==> src/rtl/loader_sdram_write_bridge.sv <==
// loader_sdram_write_bridge: FIFO-buffered loader byte writes issued one per SDRAM slot (slot_en).
// Optional LOADER_BRIDGE_CHECKSUM_EN adds a running 16-bit sum of issued data bytes.
module loader_sdram_write_bridge #(
    parameter int DEPTH_LOG2 = 3,
    parameter int ADDR_W     = 22,
    parameter int DATA_W     = 8
) (
    input  logic                  clk,
    input  logic                  reset,
    input  logic                  wr_strobe,
    input  logic [ADDR_W-1:0]     wr_addr,
    input  logic [DATA_W-1:0]     wr_data,
    input  logic                  slot_en,
    output logic                  mem_we,
    output logic [ADDR_W-1:0]     mem_addr,
    output logic [DATA_W-1:0]     mem_data,
    output logic                  busy,
    output logic [DEPTH_LOG2:0]   level,
    output logic                  overflow,
`ifdef LOADER_BRIDGE_CHECKSUM_EN
    output logic [15:0]           checksum,
`endif
    output logic [7:0]            drop_count
);
    localparam int DEPTH = 1 << DEPTH_LOG2;

    typedef enum logic {IDLE, WRITE} state_t;

    state_t                     state_q;
    logic [ADDR_W+DATA_W-1:0]   fifo_q [DEPTH];
    logic [DEPTH_LOG2-1:0]      wptr_q, rptr_q;
    logic [DEPTH_LOG2:0]        level_q, level_d;
    logic                       mem_we_q, overflow_q;
    logic [ADDR_W-1:0]          mem_addr_q;
    logic [DATA_W-1:0]          mem_data_q;
    logic [7:0]                 drop_count_q;
    logic                       full, pop, push, drop;

    // Pop looks at the registered level, so a push landing in the same slot waits one slot.
    assign full    = level_q == (DEPTH_LOG2+1)'(DEPTH);
    assign pop     = slot_en && level_q != '0;
    assign push    = wr_strobe && (!full || pop);
    assign drop    = wr_strobe && !push;
    assign level_d = level_q + (DEPTH_LOG2+1)'(push) - (DEPTH_LOG2+1)'(pop);

    assign mem_we     = mem_we_q;
    assign mem_addr   = mem_addr_q;
    assign mem_data   = mem_data_q;
    assign level      = level_q;
    assign overflow   = overflow_q;
    assign drop_count = drop_count_q;
    assign busy       = level_q != '0 || mem_we_q;

    always_ff @(posedge clk) begin
        if (push) fifo_q[wptr_q] <= {wr_addr, wr_data};
    end

    always_ff @(posedge clk or posedge reset) begin
        if (reset) begin
            wptr_q       <= '0;
            rptr_q       <= '0;
            level_q      <= '0;
            overflow_q   <= 1'b0;
            drop_count_q <= '0;
        end else begin
            wptr_q       <= wptr_q + DEPTH_LOG2'(push);
            rptr_q       <= rptr_q + DEPTH_LOG2'(pop);
            level_q      <= level_d;
            overflow_q   <= overflow_q | drop;
            drop_count_q <= (drop && drop_count_q != 8'hFF) ? drop_count_q + 8'd1 : drop_count_q;
        end
    end

    // Both states pop whenever data is waiting, which keeps mem_we high across back-to-back slots.
    always_ff @(posedge clk or posedge reset) begin
        if (reset) begin
            state_q    <= IDLE;
            mem_we_q   <= 1'b0;
            mem_addr_q <= '0;
            mem_data_q <= '0;
        end else if (slot_en) begin
            if (pop) begin
                {mem_addr_q, mem_data_q} <= fifo_q[rptr_q];
                mem_we_q                 <= 1'b1;
                state_q                  <= WRITE;
            end else begin
                mem_we_q <= 1'b0;
                state_q  <= IDLE;
            end
        end
    end

`ifdef LOADER_BRIDGE_CHECKSUM_EN
    logic [15:0] checksum_q;

    assign checksum = checksum_q;

    always_ff @(posedge clk or posedge reset) begin
        if (reset) checksum_q <= '0;
        else if (pop) checksum_q <= checksum_q + 16'(fifo_q[rptr_q][DATA_W-1:0]);
    end
`endif
endmodule

==> config.mk <==
export PLATFORM = sky130hd
export DESIGN_NAME = loader_sdram_write_bridge
export DESIGN_NICKNAME = d
export VERILOG_FILES = /design/src/rtl/loader_sdram_write_bridge.sv
export SDC_FILE = /design/constraint.sdc
export NUM_CORES = 1
export LEC_CHECK = 0
export ABC_AREA = 1
export CAP_MARGIN = 20
export CORE_MARGIN = 4
export CORE_UTILIZATION = 30
export DETAILED_ROUTE_END_ITERATION = 8
export GPL_TIMING_DRIVEN = 0
export SYNTH_ARGS = -nofsm -noshare
export SYNTH_HDL_FRONTEND = slang
export SYNTH_SLANG_ARGS = --single-unit
export TNS_END_PERCENT = 5
==> constraint.sdc <==
create_clock -name clk -period 3.37 [get_ports clk]
set_input_delay 0.8425 -clock clk [delete_from_list [all_inputs] [get_ports clk]]
set_output_delay 0.8425 -clock clk [all_outputs]
set_load 0.01 [all_outputs]
==> key figures <==
STA
  • Worst setup margin: ~660 ps
  • RSZ-0062 raised after global routing: false
  • Slew Limit Headroom: 41.8%
  • Worst Tran Pin Value: just under 900 ps
  • Tmin final: 2710 ps
  • Fmax: 370 MHz
  • Final Cycle Share: between 80% and 90%
  • Hold_ws: ~470 ps
  • Setup Skew: 14.0 ps
  • Final hold vios: 0
  • Slew Limit Fails: 0
  • Setup Viol. Count Final: 0

Placement
  • Post-Place Cell Area: roughly 14000 µm²
  • Hpwl dp: about 20000 µm
  • GP Congestion: 0.750
  • Pre-CTS setup slack: just over 40 ps
  • Port Buffers: slightly below 80

Run
  • Max-cap violation count: 0

Route
  • Detail Route Antenna Nets: 0
  • Drt drc: 0
  • Routed wire length: 31500 µm
  • Vias per cell: ~4.5
  • Vias: around 8300
  • Detailed Route Iter0 Violations: approximately 700
  • DRT Pass-1 Iters: 5
  • Drt wl/cell: roughly 17 µm

Floorplanning
  • Top Ports: around 80
  • Initial Util: a little under a third
  • Die area: about 44000 µm²
  • Core area: ~40000 µm²
  • Die height: ~210 µm
  • Die width: roughly 210 µm
  • Row cnt: 73

Critical path
  • Critical Setup Path Class: in2reg
  • Slowest-stage cell, CP: nor2_4
  • WP data required: 3640 ps
  • Setup crit end kind: flop
  • CP max FO: 16
  • Crit-path cells: clkdlybuf4s50_1, a21oi_2, nor2_1, inv_1, nor2_4, buf_16
  • Startpoint types: input port
  • Crit path max-delay family: buffers and inverters
  • Max incr delay on CP: roughly 640 ps
  • WP buf/inv: 3
  • CP arrival: just under 3000 ps

Global route
  • Antenna violations before repair: 3
  • Global-route wire length before repair: around 48000 µm
  • Vias in the first global route: approximately 8000
  • Overall global routing resource usage: 13.9%
  • Grt total ovfl: 0
  • Largest net degree at the start of global routing: 31

Finish
  • Fill cells: between 3000 and 4000
  • # diodes: 0
  • Share of layout cells above drive strength 1: 7.88%
  • Final instance area: 15000 µm²
  • Most frequent cells in the layout: 404 x nand2_1, 240 x edfxtp_1, 201 x inv_1
  • Commonest non-fill, non-tap cell in the layout: nand2_1
  • Nets@finish: approximately 1400
  • Syn-to-layout area delta: 21.7%

Clock tree
  • Post-CTS sizing: 0
  • # hold bufs at CTS: 0
  • Worst skew pair latency: about 570 ps
  • Clk root buf: clkbuf_16
  • CTS clk-pin slew, worst paths: roughly 60 ps
  • Sink Count: 290
  • # Post-CTS Setup Buffers: 0
  • TritonCTS clock tree: yes
  • CTS buffer count: 31
  • H-tree levels: 1
  • CTS Buffer Depth: 3

Synth
  • Yosys warns: 0
  • Mapped Avg Cell Area: 10.3 µm²
  • Mapped Area: about 12000 µm²
  • Syn Inst Count: about 1200
  • Synthesized flop and latch total: 290
  • Netlist cell types: 23
  • Post-synthesis sequential area ratio: 68.8%
  • Syn Nets: roughly 1200

Power
  • Power per standard cell area: approximately 840 nW/µm²
  • Overall Power: approximately 12 mW
  • VDD IR max: 508 µV
  • Static Leak: 6.47 nW

Run status
  • Status: completed

Worst hold path
  • Min-Delay Path Class: reg2reg
sequential cells by signal, indices dropped and copies added, names as in the netlist:
register,cells
level,4
mem_data,8
mem_addr,22
fifo_q,240
overflow,1
mem_we,1
drop_count,8
wptr_q,3
rptr_q,3
layout make-up:
class / count / area [µm²] / share of cell area (%)
sequential: 290 / 8460 / 56.6
multi-input combinational: 642 / 2880 / 19.3
timing repair buffer: 86 / 958 / 6.41
clock buffer: 40 / 830 / 5.55
inverter: 204 / 766 / 5.12
tap: 525 / 657 / 4.39
buffer: 53 / 243 / 1.62
clock inverter: 18 / 156 / 1.05
cell families after synthesis:
logic type	count (synthesis)	share of synthesized area, %
adders and majority gates	11	1.18
AOI/OAI and AO/OA	3	0.153
buffers and inverters	257	8.21
DFF	290	68.8
xor gates and xnor gates	5	0.356
and+or+nand+nor	623	21.3
per-stage QoR:
stage,std cells,util [%],TNS [ps]
finish,1858,37.3,0
global route,1858,37.3,0
CTS,1858,37.3,0
detailed placement,1800,34.8,0
global placement,1791,34.2,-410240
floorplan,1189,-,0
Yosys cell counts:
cell	count	area share, %
nor2_1	16	0.49
o21ai_0	1	0.041
clkbuf_1	12	0.37
nor2_2	1	0.051
buf_2	35	1.4
nand3b_1	2	0.12
edfxtp_1	240	59
xnor2_1	1	0.071
nand2_1	404	12
clkinv_1	1	0.031
inv_2	1	0.031
dfrtp_1	50	10
xor2_1	4	0.29
nand3_1	191	7.8
buf_1	6	0.18
fa_1	1	0.16
nand4_2	1	0.10
ha_1	10	1.0
inv_1	202	6.2
nand2_2	1	0.051
a21oi_2	1	0.071
nand4_1	7	0.36
a21oi_1	1	0.041
metal layers:
layer,wire (µm),global-route usage [%]
met3,1900,2.87
met2,15100,23.6
met4,762,3.15
met1,13600,18.5
met5,40,0
worst register-to-register path, cell delays in order, from the launching register on:
cell,delay (ps)
dfrtp_1,350
inv_1,80
ha_1,210
nand2_1,110
a21oi_2,110
nor2_1,220
inv_1,340
nor2_4,640
buf_16,250
path summary, 6_finish.rpt:
kind,from,slack (ps),cells after the start,end
max,slot_en,660,6,fifo_q[6][9]
min,overflow,470,2,overflow
max reg2reg,level[2],760,8,fifo_q[6][9]
min reg2reg,overflow,470,2,overflow
max in group asynchronous,reset,1950,3,mem_data[1]
min in group asynchronous,reset,790,2,mem_addr[14]
where the power goes:
part           internal, mW  total [mW]  switching, mW
registers              4.61        4.86          0.254
clock network          1.89        3.28           1.39
logic                  1.48        4.35           2.87
No activity file was read; power rests on OpenSTA's default activity.
